### config.mk
export PLATFORM = sky130hd
export DESIGN_NAME = mux_mult_seq
export DESIGN_NICKNAME = d
export VERILOG_FILES = /design/src/rtl/mux_mult_pkg.sv /design/src/rtl/mux_mult_seq_mux_pp_row.sv /design/src/rtl/mux_mult_seq.sv
export SDC_FILE = /design/constraint.sdc
export NUM_CORES = 1
export LEC_CHECK = 0
export CORE_ASPECT_RATIO = 0.9
export CORE_MARGIN = 4
export CORE_UTILIZATION = 55
export DETAILED_ROUTE_END_ITERATION = 10
export PLACE_DENSITY = 0.81
export RECOVER_POWER = 50
export SLEW_MARGIN = 20
export SYNTH_ARGS = -nofsm -noshare
export SYNTH_HDL_FRONTEND = slang
export SYNTH_SLANG_ARGS = --single-unit
### constraint.sdc
create_clock -name clk -period 3.9 [get_ports clk]
set_input_delay 0.78 -clock clk [delete_from_list [all_inputs] [get_ports clk]]
set_output_delay 0.78 -clock clk [all_outputs]
set_load 0.1 [all_outputs]
### src/rtl/mux_mult_pkg.sv
// Shared types and helpers for the sequential mux-row multiplier.
package mux_mult_pkg;

    typedef enum logic [1:0] {
        IDLE = 2'd0,
        CALC = 2'd1,
        DONE = 2'd2
    } mult_state_t;

    // Width of the row counter for a given operand width.
    function automatic int cnt_w(input int width);
        return $clog2(width);
    endfunction

endpackage

### src/rtl/mux_mult_seq_mux_pp_row.sv
// One partial-product row: a 2:1 mux picks the shifted multiplicand or zero,
// then the row is added to (or subtracted from) the running accumulator.
module mux_pp_row
    import mux_mult_pkg::*;
#(
    parameter int WIDTH = 8
) (
    input  logic [2*WIDTH-1:0]        x,
    input  logic [2*WIDTH-1:0]        acc,
    input  logic                      sel,
    input  logic [cnt_w(WIDTH)-1:0]   shift,
    input  logic                      sub,
    output logic [2*WIDTH-1:0]        acc_next
);

    logic [2*WIDTH-1:0] row;

    // Mux row, then accumulate; the result wraps at 2*WIDTH bits.
    always_comb begin
        row      = sel ? (x << shift) : '0;
        acc_next = sub ? (acc - row) : (acc + row);
    end

endmodule

### src/rtl/mux_mult_seq.sv
// Sequential WIDTH x WIDTH multiplier, one mux-selected row per cycle,
// with valid/ready on both sides.
// Build option: define MUX_MULT_SIGNED_EN for two's complement operands.
module mux_mult_seq
    import mux_mult_pkg::*;
#(
    parameter int WIDTH = 8
) (
    input  logic                 clk,
    input  logic                 rst_n,
    input  logic                 in_valid,
    output logic                 in_ready,
    input  logic [WIDTH-1:0]     a,
    input  logic [WIDTH-1:0]     b,
    output logic                 out_valid,
    input  logic                 out_ready,
    output logic [2*WIDTH-1:0]   p,
    output logic                 busy
);

    localparam int            CW   = cnt_w(WIDTH);
    localparam logic [CW-1:0] LAST = CW'(WIDTH - 1);

    mult_state_t          state_q, state_d;
    logic [2*WIDTH-1:0]   x_q, x_d;
    logic [WIDTH-1:0]     y_q, y_d;
    logic [2*WIDTH-1:0]   acc_q, acc_d;
    logic [CW-1:0]        cnt_q, cnt_d;
    logic [2*WIDTH-1:0]   acc_next;
    logic                 last_row;
    logic                 sub_row;
    logic                 accept;
    logic [2*WIDTH-1:0]   x_ext;

    assign last_row = (cnt_q == LAST);

`ifdef MUX_MULT_SIGNED_EN
    // The top multiplier bit carries negative weight, so its row is subtracted.
    assign x_ext   = {{WIDTH{a[WIDTH-1]}}, a};
    assign sub_row = last_row;
`else
    assign x_ext   = {{WIDTH{1'b0}}, a};
    assign sub_row = 1'b0;
`endif

    mux_pp_row #(.WIDTH(WIDTH)) u_row (
        .x        (x_q),
        .acc      (acc_q),
        .sel      (y_q[cnt_q]),
        .shift    (cnt_q),
        .sub      (sub_row),
        .acc_next (acc_next)
    );

    // Next-state, datapath updates and handshake outputs.
    always_comb begin
        state_d   = state_q;
        x_d       = x_q;
        y_d       = y_q;
        acc_d     = acc_q;
        cnt_d     = cnt_q;
        in_ready  = (state_q == IDLE) || ((state_q == DONE) && out_ready);
        accept    = in_valid && in_ready;
        out_valid = (state_q == DONE);
        busy      = (state_q == CALC);
        p         = acc_q;

        case (state_q)
            IDLE: ;
            CALC: begin
                acc_d = acc_next;
                cnt_d = cnt_q + CW'(1);
                if (last_row) state_d = DONE;
            end
            DONE: if (out_ready) state_d = IDLE;
            default: state_d = IDLE;
        endcase

        // A new operand pair overrides everything, including a retire in DONE.
        if (accept) begin
            x_d     = x_ext;
            y_d     = b;
            acc_d   = '0;
            cnt_d   = '0;
            state_d = CALC;
        end
    end

    // State and datapath registers.
    always_ff @(posedge clk or negedge rst_n) begin
        if (!rst_n) begin
            state_q <= IDLE;
            x_q     <= '0;
            y_q     <= '0;
            acc_q   <= '0;
            cnt_q   <= '0;
        end else begin
            state_q <= state_d;
            x_q     <= x_d;
            y_q     <= y_d;
            acc_q   <= acc_d;
            cnt_q   <= cnt_d;
        end
    end

endmodule

==> summary.txt, run 1 <==
Status
  • Outcome: complete, but fails checks
  • Failing checks: max-capacitance violations, max-slew violations

Layout
  • Diode count: 0
  • Share of layout cells above drive strength 1: 0.141
  • Number of nets in the layout: approximately 340
  • Most common cell after layout, fill and taps aside: dfrtp_1
  • Area grow syn2layout: 18.4%
  • Most frequent cells in the layout: dfrtp_1 (37), clkdlybuf4s50_1 (34), nor2_1 (25), nand2_1 (21), mux2_2 (21)

Route
  • Drt drc: 0
  • Routed Antenna Nets: 0
  • Via count: between 2,000 and 2,500
  • Initial DRT Pass Iterations: 4
  • Iter 0 DRT Violations: about 120
  • Via density: between 5 and 6
  • Routed wire per std cell: about 16 um
  • WL final: between 5000 and 6000 um

Setup path
  • WP buf/inv: 0
  • Crit path launch type: flop
  • Critical path class: flop to flop
  • Peak fanout along the critical path: 16
  • WP data required: roughly 4 ns
  • CP top delay family: simple AND/OR/NAND/NOR gates
  • Slowest-stage cell, CP: dfrtp_1
  • Critical Path Max Stage Delay: 0.69 ns
  • Worst EP arrival: approximately 3.4 ns
  • Worst path cell trace: mux4_2 > nand2b_1 > and2_1 > nor2_1 > ha_1 > nand3_1 > o22ai_1 > a221o_1 > nor3_1 > o31ai_2
  • CP endpoint kind: flop

Clocking
  • Post-CTS setup buffer count: 0
  • Num CTS Buffers: 5
  • CTS Sinks: 37
  • Clk_lat worst skew: approximately 0.29 ns
  • Clock root buffer: clkbuf_8
  • Reg clk slew, reported paths: approximately 0.070 ns
  • Max Root-Sink Buffers: 2
  • Post-cts sizing count: 0
  • CTS tree: done
  • Hold_buf cts: 0
  • CTS H-tree lvls: 2

Yosys
  • Yosys reg bits: 37
  • Synth area leader: dfrtp_1
  • Synth cell types: 52
  • Cells after synthesis: approximately 270
  • Synth area leaders: dfrtp_1 (35%), mux2_2 (9.0%), ha_1 (8.1%)
  • Synth Warn #: 0
  • Cell Area, Synth: 2620 um^2
  • Register area share after synthesis: 0.353
  • Net count after synthesis: 309
  • Mapped Avg Cell Area: slightly below 10 um^2
  • Synth top area share: 0.353

Global routing
  • First-pass GRT wire length: 10,100 um
  • Largest net degree at the start of global routing: 38
  • GRT Total Usage: 0.222
  • Number of global-route vias before repair: around 2,200
  • Initial antenna violation count: 0
  • Total grt overflow: 0

STA
  • Fin crit share: 0.843
  • TNS Setup: 0 ns
  • Tmin final: approximately 3.3 ns
  • Final worst setup slack: between 0.6 and 0.7 ns
  • Fmax: ~0.30 GHz
  • Max-slew violation count: 38
  • # setup viols final: 0
  • Slew margin rel.: -0.292
  • RSZ-0062 raised after global routing: no
  • Clk_skew: 0.00948 ns
  • Final hold violation count: 0
  • Worst-Margin Slew: 1.94 ns

Placed design
  • Routability congestion estimate: 0.900
  • Buffers on Ports: 38
  • Post-place setup slack: 0.656 ns
  • Dpl hpwl: about 4500 um

Floorplan
  • Cell row count: 23
  • Core area: about 4500 um^2
  • Die Y: around 74 um
  • Die area: 5940 um^2
  • Number of I/O pins: 39
  • Chip Width: a little over 80 um
  • Initial Utilization: 0.581

Hold path
  • Worst hold path class: flop to flop

Flow run
  • # Max-Cap Violations: 1
[routing by layer]
| metal | global-route usage | share of wire |
|---|---|---|
| met4 | 0.0582 | 0.010 |
| met3 | 0.0466 | 0.057 |
| met2 | 0.367 | 0.48 |
| met5 | 0 | 0 |
| met1 | 0.298 | 0.45 |
[kinds of logic after synthesis]
kind of cell / count (synthesis) / share of synthesized area
adders and majority gates: 18 / 0.0887
and+or+nand+nor: 77 / 0.136
AOI/OAI and AO/OA: 76 / 0.216
buffers and inverters: 23 / 0.0377
muxes: 33 / 0.145
DFF: 37 / 0.353
xor gates and xnor gates: 7 / 0.0234
[layout make-up]
cell class / count / area [um^2]
Multi-Input combinational cell: 211 / 1600
Timing Repair Buffer: 40 / 380
Clock buffer: 7 / 86.3
Sequential cell: 37 / 926
Inverter: 10 / 37.5
Tap cell: 62 / 77.6
Fill cell: 388 / 1410
[through the flow]
step	cell area, um^2	hold slack [ns]	std cells	utilization
2_1_floorplan	2620	0.475	271	-
3_3_place_gp	3030	0.497	360	0.670
3_5_place_dp	3030	0.504	360	0.670
4_1_cts	3110	0.519	367	0.689
5_1_grt	3110	0.533	367	0.688
6_report	3110	0.514	367	0.688
[state kept, by name (all words and copies together), names as in the netlist]
signal and cells:
p 16, x_q 8, y_q 8, cnt_q 3, state_q 2
[path summary, 6_finish.rpt]
path,endpoint,slack [ns],start,depth (start not counted)
worst max-delay path,p[14],0.61,cnt_q[1],10
worst min-delay path,y_q[3],0.51,y_q[3],1
worst max register to register,p[14],0.61,cnt_q[1],10
worst min register to register,y_q[3],0.51,y_q[3],1
max in group asynchronous,cnt_q[2],1.76,rst_n,1
min in group asynchronous,p[13],1.02,rst_n,1
[cell usage after synthesis (all sizes together)]
cell / n
o211ai: 2
clkbuf: 4
a221o: 1
nand2: 21
inv: 10
nand4b: 1
mux2: 21
o21a: 6
a21o: 6
a22o: 4
o31ai: 2
mux4: 2
a32o: 2
xor2: 4
o31a: 1
a31oi: 3
and3: 1
ha: 17
nor2b: 3
nor2: 25
xnor2: 3
nand4: 3
a211oi: 6
and2: 2
or3: 1
a21oi: 16
buf: 9
fa: 1
o21ai: 21
nand3: 14
a2111o: 1
a2111oi: 2
o22ai: 1
dfrtp: 37
o2111ai: 1
mux2i: 10
nor4: 1
nand2b: 4
nor3: 1
a311oi: 1
Power of run 1 is not shown: default switching activity piles up to over one toggle a cycle in this logic, so the estimate is an artifact.
==> run 2, diff against run 1 <==
Settings changed: CORE_UTILIZATION 55 to 49, PLACE_DENSITY 0.81 to 0.76.
Clock period 3.9 ns to 3 ns, I/O delays scaled along.
==> run 2 against run 1 <==
The run still ends with max-capacitance violations, max-slew violations left. Register-to-register slack worse by 0.46 ns. Global-route usage is 2.0 points lower. Fmax is 16% higher. Setup slack worse by 0.46 ns. Core utilization is 2.9 points lower. Cell count is 6.5% higher. Critical path type unchanged. Largest cell class unchanged.
==> summary.txt, run 2 (same netlist as run 1, synthesis figures left out) <==
STA
  • Slew margin rel.: -0.343 (-0.0518)
  • Tmin final: 2.84 ns (-0.442 ns)
  • Final hold violation count: 0 (unchanged)
  • RSZ-0062 raised after global routing: no
  • Fin crit share: 0.948 (+0.106)
  • Worst-Margin Slew: 2.02 ns (+0.0777 ns)
  • Fmax: 0.352 GHz (+16%)
  • Max-slew violation count: 38 (unchanged)
  • # setup viols final: 0 (unchanged)
  • Clk_skew: 0.00546 ns (-0.00402 ns)

Route
  • Via count: 2,292 (+5.1%)
  • Routed Antenna Nets: 0 (unchanged)
  • Via density: 5.86 (-1.4%)
  • Initial DRT Pass Iterations: 4 (unchanged)
  • WL final: 6420 um (+7.8%)
  • Routed wire per std cell: 16.4 um (+1.2%)
  • Drt drc: 0 (unchanged)
  • Iter 0 DRT Violations: 102 (-13%)

Layout
  • Diode count: 0 (unchanged)
  • Area grow syn2layout: 25.9%
  • Share of layout cells above drive strength 1: 0.288 (+0.147)
  • Cell area after layout: 3300 um^2 (+6.3%)
  • Number of nets in the layout: 363 (+5.8%)
  • Non-filler cells, final: 391 (+6.5%)
  • Most frequent cells in the layout: dfrtp_1 (35), buf_4 (30), nor2_1 (24), nand2_1 (21), mux2_2 (21)
  • Largest register FFs: 16 (unchanged)
  • Most common cell after layout, fill and taps aside: dfrtp_1

Clocking
  • Hold_buf cts: 0 (unchanged)
  • Num CTS Buffers: 5 (unchanged)
  • Clk_lat worst skew: 0.29 ns (about the same)
  • CTS H-tree lvls: 2 (unchanged)
  • CTS tree: done
  • Reg clk slew, reported paths: 0.08 ns (about the same)
  • Clock root buffer: clkbuf_8
  • Max Root-Sink Buffers: 2 (unchanged)
  • CTS Sinks: 37 (unchanged)

Setup path
  • WP data required: 3.17 ns (-0.87 ns)
  • Crit path launch type: flop
  • Critical path class: flop to flop
  • Peak fanout along the critical path: 4 (-12)
  • Worst Reg-to-Reg Cells: 11 (+1)
  • CP endpoint kind: flop
  • Worst EP arrival: 3.02 ns (-0.40 ns)

Global routing
  • Initial antenna violation count: 0 (unchanged)
  • Busiest grt layer: met2
  • Number of global-route vias before repair: 2,284 (+5.7%)
  • Largest net degree at the start of global routing: 38 (unchanged)
  • First-pass GRT wire length: 10,900 um (+8.1%)
  • Met3 Usage GRT: 0.0445 (-0.00208)
  • M1 GR Usage: 0.272 (-0.0262)
  • GRT Total Usage: 0.203 (-0.0198)
  • Total grt overflow: 0 (unchanged)
  • Met2 Track Usage GR: 0.328 (-0.0397)

Status
  • Failing checks: max-capacitance violations, max-slew violations
  • Outcome: complete, but fails checks

Flow run
  • # Max-Cap Violations: 1 (unchanged)

Hold path
  • Hold Crit Depth: 1 (unchanged)
  • Worst hold path class: flop to flop

Floorplan
  • Die area: 6590 um^2 (+11%)
  • Number of I/O pins: 39 (unchanged)
  • Initial Utilization: 0.523 (-0.0575)
  • Cell row count: 24 (+4.3%)
  • Die Y: 77.4 um (+5.3%)
  • Core area: 5010 um^2 (+11%)
  • Chip Width: 85.1 um (+5.4%)

Placed design
  • Routability congestion estimate: 0.925 (+2.8%)
  • Placed Cells: 381 (+5.8%)
  • Dpl hpwl: 4730 um (+5.1%)
  • Buffers on Ports: 38 (unchanged)
  • Area after DPL: 3140 um^2 (+3.7%)
==> run 2: worst max-delay path, stage by stage (launching register included) <==
cell and delay [ns]:
dfrtp_2 0.41, mux4_2 0.54, nand2b_4 0.10, buf_6 0.10, nand2b_1 0.15, inv_1 0.06
ha_1 0.29, a211oi_2 0.28, o211ai_2 0.21, a311oi_2 0.31, xor2_1 0.19, o21ai_1 0.08
==> run 2: path summary, 6_finish.rpt <==
path                       startpoint       end  slack [ns]
max in group asynchronous       rst_n  cnt_q[0]        0.83
hold / removal                 y_q[0]    y_q[0]        0.52
hold reg to reg                y_q[0]    y_q[0]        0.52
setup reg to reg             cnt_q[0]     p[11]        0.16
setup / recovery             cnt_q[0]     p[11]        0.16
min in group asynchronous       rst_n    y_q[6]        0.87
==> run 2: repair_timing <==
action / 4_1_cts / 5_1_grt
pin swaps: 0 / 11
gates cloned: 0 / 0
endpoints found under the hold margin: 0 / 0
gates resized for setup: 2 / 22
buffers inserted: 0 / 3
endpoints found under the setup margin: 3 / 8
==> run 2: final cells by class <==
type	instances	area, um^2
Clock buffer	6	72.6
Clock inverter	2	10.0
Fill cell	406	1710
Inverter	10	37.5
Multi-Input combinational cell	211	1700
Sequential cell	37	928
Tap cell	65	81.3
Timing Repair Buffer	60	478
==> run 2: metal layers <==
| layer | part of all wire | routed length (um) | vias up |
|---|---|---|---|
| li1 | - | - | 1105 |
| met1 | 0.44 | 2860 | 1110 |
| met2 | 0.48 | 3060 | 65 |
| met3 | 0.060 | 387 | 12 |
| met4 | 0.018 | 116 | 0 |
| met5 | 0 | 0 | - |
==> run 2: metrics by stage <==
step	setup WS [ns]	utilization	hold WS [ns]	setup TNS, ns
2_1_floorplan	0.0588	-	0.304	0
3_3_place_gp	-0.00358	0.626	0.497	-0.00358
3_5_place_dp	-0.00222	0.626	0.494	-0.00222
4_1_cts	0.00451	0.643	0.446	0
5_1_grt	0.00805	0.659	0.540	0
6_report	0.155	0.659	0.517	0
Power of run 2 is left out for the same reason.
==> run 3, diff against run 2 <==
Settings changed: CORE_UTILIZATION 49 to 51, PLACE_DENSITY 0.76 to 0.77, SYNTH_HIERARCHICAL set to 1.
==> run 3 against run 2 <==
The run ends with max-capacitance violations, max-slew violations, negative setup slack left. Routed wire length rose by 30%. Sequential share of layout area decreased by 7.8 points. Synthesized cell count up 31%. Fmax is 26% lower. Cell count up 45%. Register-to-register slack got worse by 0.99 ns. Count of clock-buffer cells in the layout fell by 1. Core utilization increased by 8.3 points. Highest routed layer unchanged.
==> summary.txt, run 3 <==
Setup path
  • CP endpoint kind: flop
  • Critical path class: flop to flop
  • Crit path launch type: flop
  • Peak fanout along the critical path: 4 (unchanged)
  • Worst EP arrival: 4.05 ns (+1.03 ns)
  • WP data required: 3.22 ns (+0.05 ns)

STA
  • Clk_skew: 0.00883 ns (+0.00336 ns)
  • Final hold violation count: 0 (unchanged)
  • Tmin final: 3.83 ns (+0.987 ns)
  • Final worst setup slack: -0.832 ns (-0.987 ns)
  • Slew margin rel.: -0.349 (-0.00558)
  • Max-slew violation count: 38 (unchanged)
  • # setup viols final: 11 (+11)
  • Fmax: 0.261 GHz (-26%)
  • RSZ-0062 raised after global routing: yes
  • Fin crit share: 1.28 (+0.329)
  • TNS Setup: -6.62 ns (-6.62 ns)
  • Worst-Margin Slew: 2.02 ns (+0.00838 ns)

Layout
  • Non-filler cells, final: 568 (+45%)
  • Fill cells: 455 (+12%)
  • Core Util, Final: 0.742 (+0.0829)
  • Largest register FFs: 16 (unchanged)
  • Share of layout cells above drive strength 1: 0.364 (+0.0755)
  • Number of nets in the layout: 519 (+43%)
  • Area grow syn2layout: 41.0%
  • Diode count: 0 (unchanged)
  • Most frequent cells in the layout: buf_4 (90), nand2_1 (50), dfrtp_1 (36), a21oi_1 (28), nor2_1 (22)
  • Most common cell after layout, fill and taps aside: buf_4

Floorplan
  • Die Y: 83.5 um (+7.9%)
  • Die area: 7680 um^2 (+17%)
  • Number of I/O pins: 39 (unchanged)
  • Cell row count: 27 (+13%)
  • Chip Width: 91.9 um (+8.0%)
  • Core area: 6150 um^2 (+23%)
  • Initial Utilization: 0.526 (+0.00264)

Hold path
  • Worst hold path class: flop to flop

Global routing
  • Total grt overflow: 0 (unchanged)
  • GRT Total Usage: 0.213 (+0.0108)
  • Number of global-route vias before repair: 2,971 (+30%)
  • Largest net degree at the start of global routing: 38 (unchanged)
  • First-pass GRT wire length: 13,600 um (+25%)
  • Initial antenna violation count: 0 (unchanged)

Yosys
  • Synth cell types: 56 (+7.7%)
  • Register area share after synthesis: 0.286 (-0.0665)
  • Yosys reg bits: 37 (unchanged)
  • Most common cell in the netlist: nand2_1
  • Cell Area, Synth: 3230 um^2 (+23%)
  • Synth area leaders: dfrtp_1 (29%), ha_1 (7.0%), nand2_1 (5.9%)
  • Primary FF master, synth: dfrtp_1
  • Post-synth EDFFs: 0 (unchanged)
  • Synth Warn #: 6 (+6)
  • Mapped Avg Cell Area: 9.08 um^2 (-6.2%)
  • Post-synth ARST share: 1.00 (unchanged)
  • Synth top area share: 0.286 (-0.0665)
  • Cells after synthesis: 356 (+31%)
  • Synth area leader: dfrtp_1
  • Leading cell types by count after synthesis: nand2_1 (51), a21oi_1 (37), dfrtp_1 (37), nor2_1 (28)

Clocking
  • CTS Sinks: 37 (unchanged)
  • Reg clk slew, reported paths: 0.08 ns (about the same)
  • CTS tree: done
  • Hold_buf cts: 0 (unchanged)
  • Num CTS Buffers: 5 (unchanged)
  • Clock root buffer: clkbuf_8
  • Clk_lat worst skew: 0.29 ns (about the same)
  • CTS H-tree lvls: 2 (unchanged)
  • Max Root-Sink Buffers: 2 (unchanged)

Route
  • WL final: 8350 um (+30%)
  • Routed Antenna Nets: 0 (unchanged)
  • Via density: 5.25 (-10%)
  • Iter 0 DRT Violations: 104 (+2.0%)
  • Via count: 2,984 (+30%)
  • Initial DRT Pass Iterations: 4 (unchanged)
  • Drt drc: 0 (unchanged)
  • Routed wire per std cell: 14.7 um (-10%)

Placed design
  • Routability congestion estimate: 0.936 (+1.2%)
  • Buffers on Ports: 38 (unchanged)
  • Dpl hpwl: 5920 um (+25%)
  • Placed Cells: 551 (+45%)

Status
  • Failing checks: max-capacitance violations, max-slew violations, negative setup slack
  • Outcome: complete, but fails checks

Flow run
  • # Max-Cap Violations: 1 (unchanged)
run 3: kinds of logic (layout without fill, tap and decap cells):
kind of cell             Yosys count  in the layout  share of synthesized area
adder cells (fa/ha/maj)           19             19                     0.0759
XOR/XNOR                          28             28                     0.0801
flip-flops                        37             37                      0.286
other                              1             21                    0.00116
AND/OR/NAND/NOR                  115            115                      0.168
buffers and inverters             35            140                     0.0553
AO/OA/AOI/OAI                     82             82                      0.164
multiplexers                      39             39                      0.169
run 3: repair_timing:
item	in CTS	in global routing
setup buffers	6	3
setup endpoints to repair	12	13
gates resized for setup	21	11
pin swaps	16	7
run 3: layer usage:
layer | vias up | GRT usage | wire length [um]
li1 | 1480 | - | -
met1 | 1434 | 0.266 | 3500
met2 | 62 | 0.399 | 4470
met3 | 8 | 0.0280 | 317
met4 | 0 | 0.0324 | 64
met5 | - | 0 | 0
run 3: worst paths after layout:
path                               start        to  slack, ns  cells past startpoint
worst max-delay path            cnt_q[0]     p[11]      -0.83                     19
max in group asynchronous          rst_n  cnt_q[0]       0.82                      1
worst min register to register    y_q[1]    y_q[1]       0.52                      1
min in group asynchronous          rst_n  cnt_q[0]       0.88                      1
worst min-delay path              y_q[1]    y_q[1]       0.52                      1
worst max register to register  cnt_q[0]     p[11]      -0.83                     19
run 3: metrics by stage:
step                      hold WS, ns  setup WS (ns)  cell area, um^2
after global placement          0.496         -0.733             4240
after detailed placement        0.507         -0.869             4240
after CTS                       0.434         -0.801             4490
after global routing            0.542          -1.07             4560
after floorplan                 0.304         -0.732             3380
final                           0.523         -0.832             4560
run 3: critical path, cell delays in order (launching register included):
cell and delay, ns:
dfrtp_2 0.41, mux4_2 0.50, mux2_4 0.31, nand2_4 0.08, or3_4 0.14, ha_4 0.14
inv_2 0.04, a31oi_4 0.17, nand3_4 0.12, o21bai_1 0.18, xnor2_1 0.15, ha_1 0.29
a21o_1 0.21, a21oi_2 0.19, nand4_1 0.18, buf_4 0.19, a31oi_2 0.14, xnor2_1 0.13
nand2_1 0.06, a21oi_1 0.12
run 3: layout make-up:
type / count / area [um^2] / share of cell area
multi-input cells: 304 / 2430 / 0.533
inverters: 19 / 71.3 / 0.0156
well taps: 87 / 109 / 0.0239
clock buffers: 5 / 68.8 / 0.0151
clock inverters: 3 / 46.3 / 0.0102
flip-flops and latches: 37 / 927 / 0.203
repair buffers: 113 / 907 / 0.199
Power of run 3 is left out for the same reason.
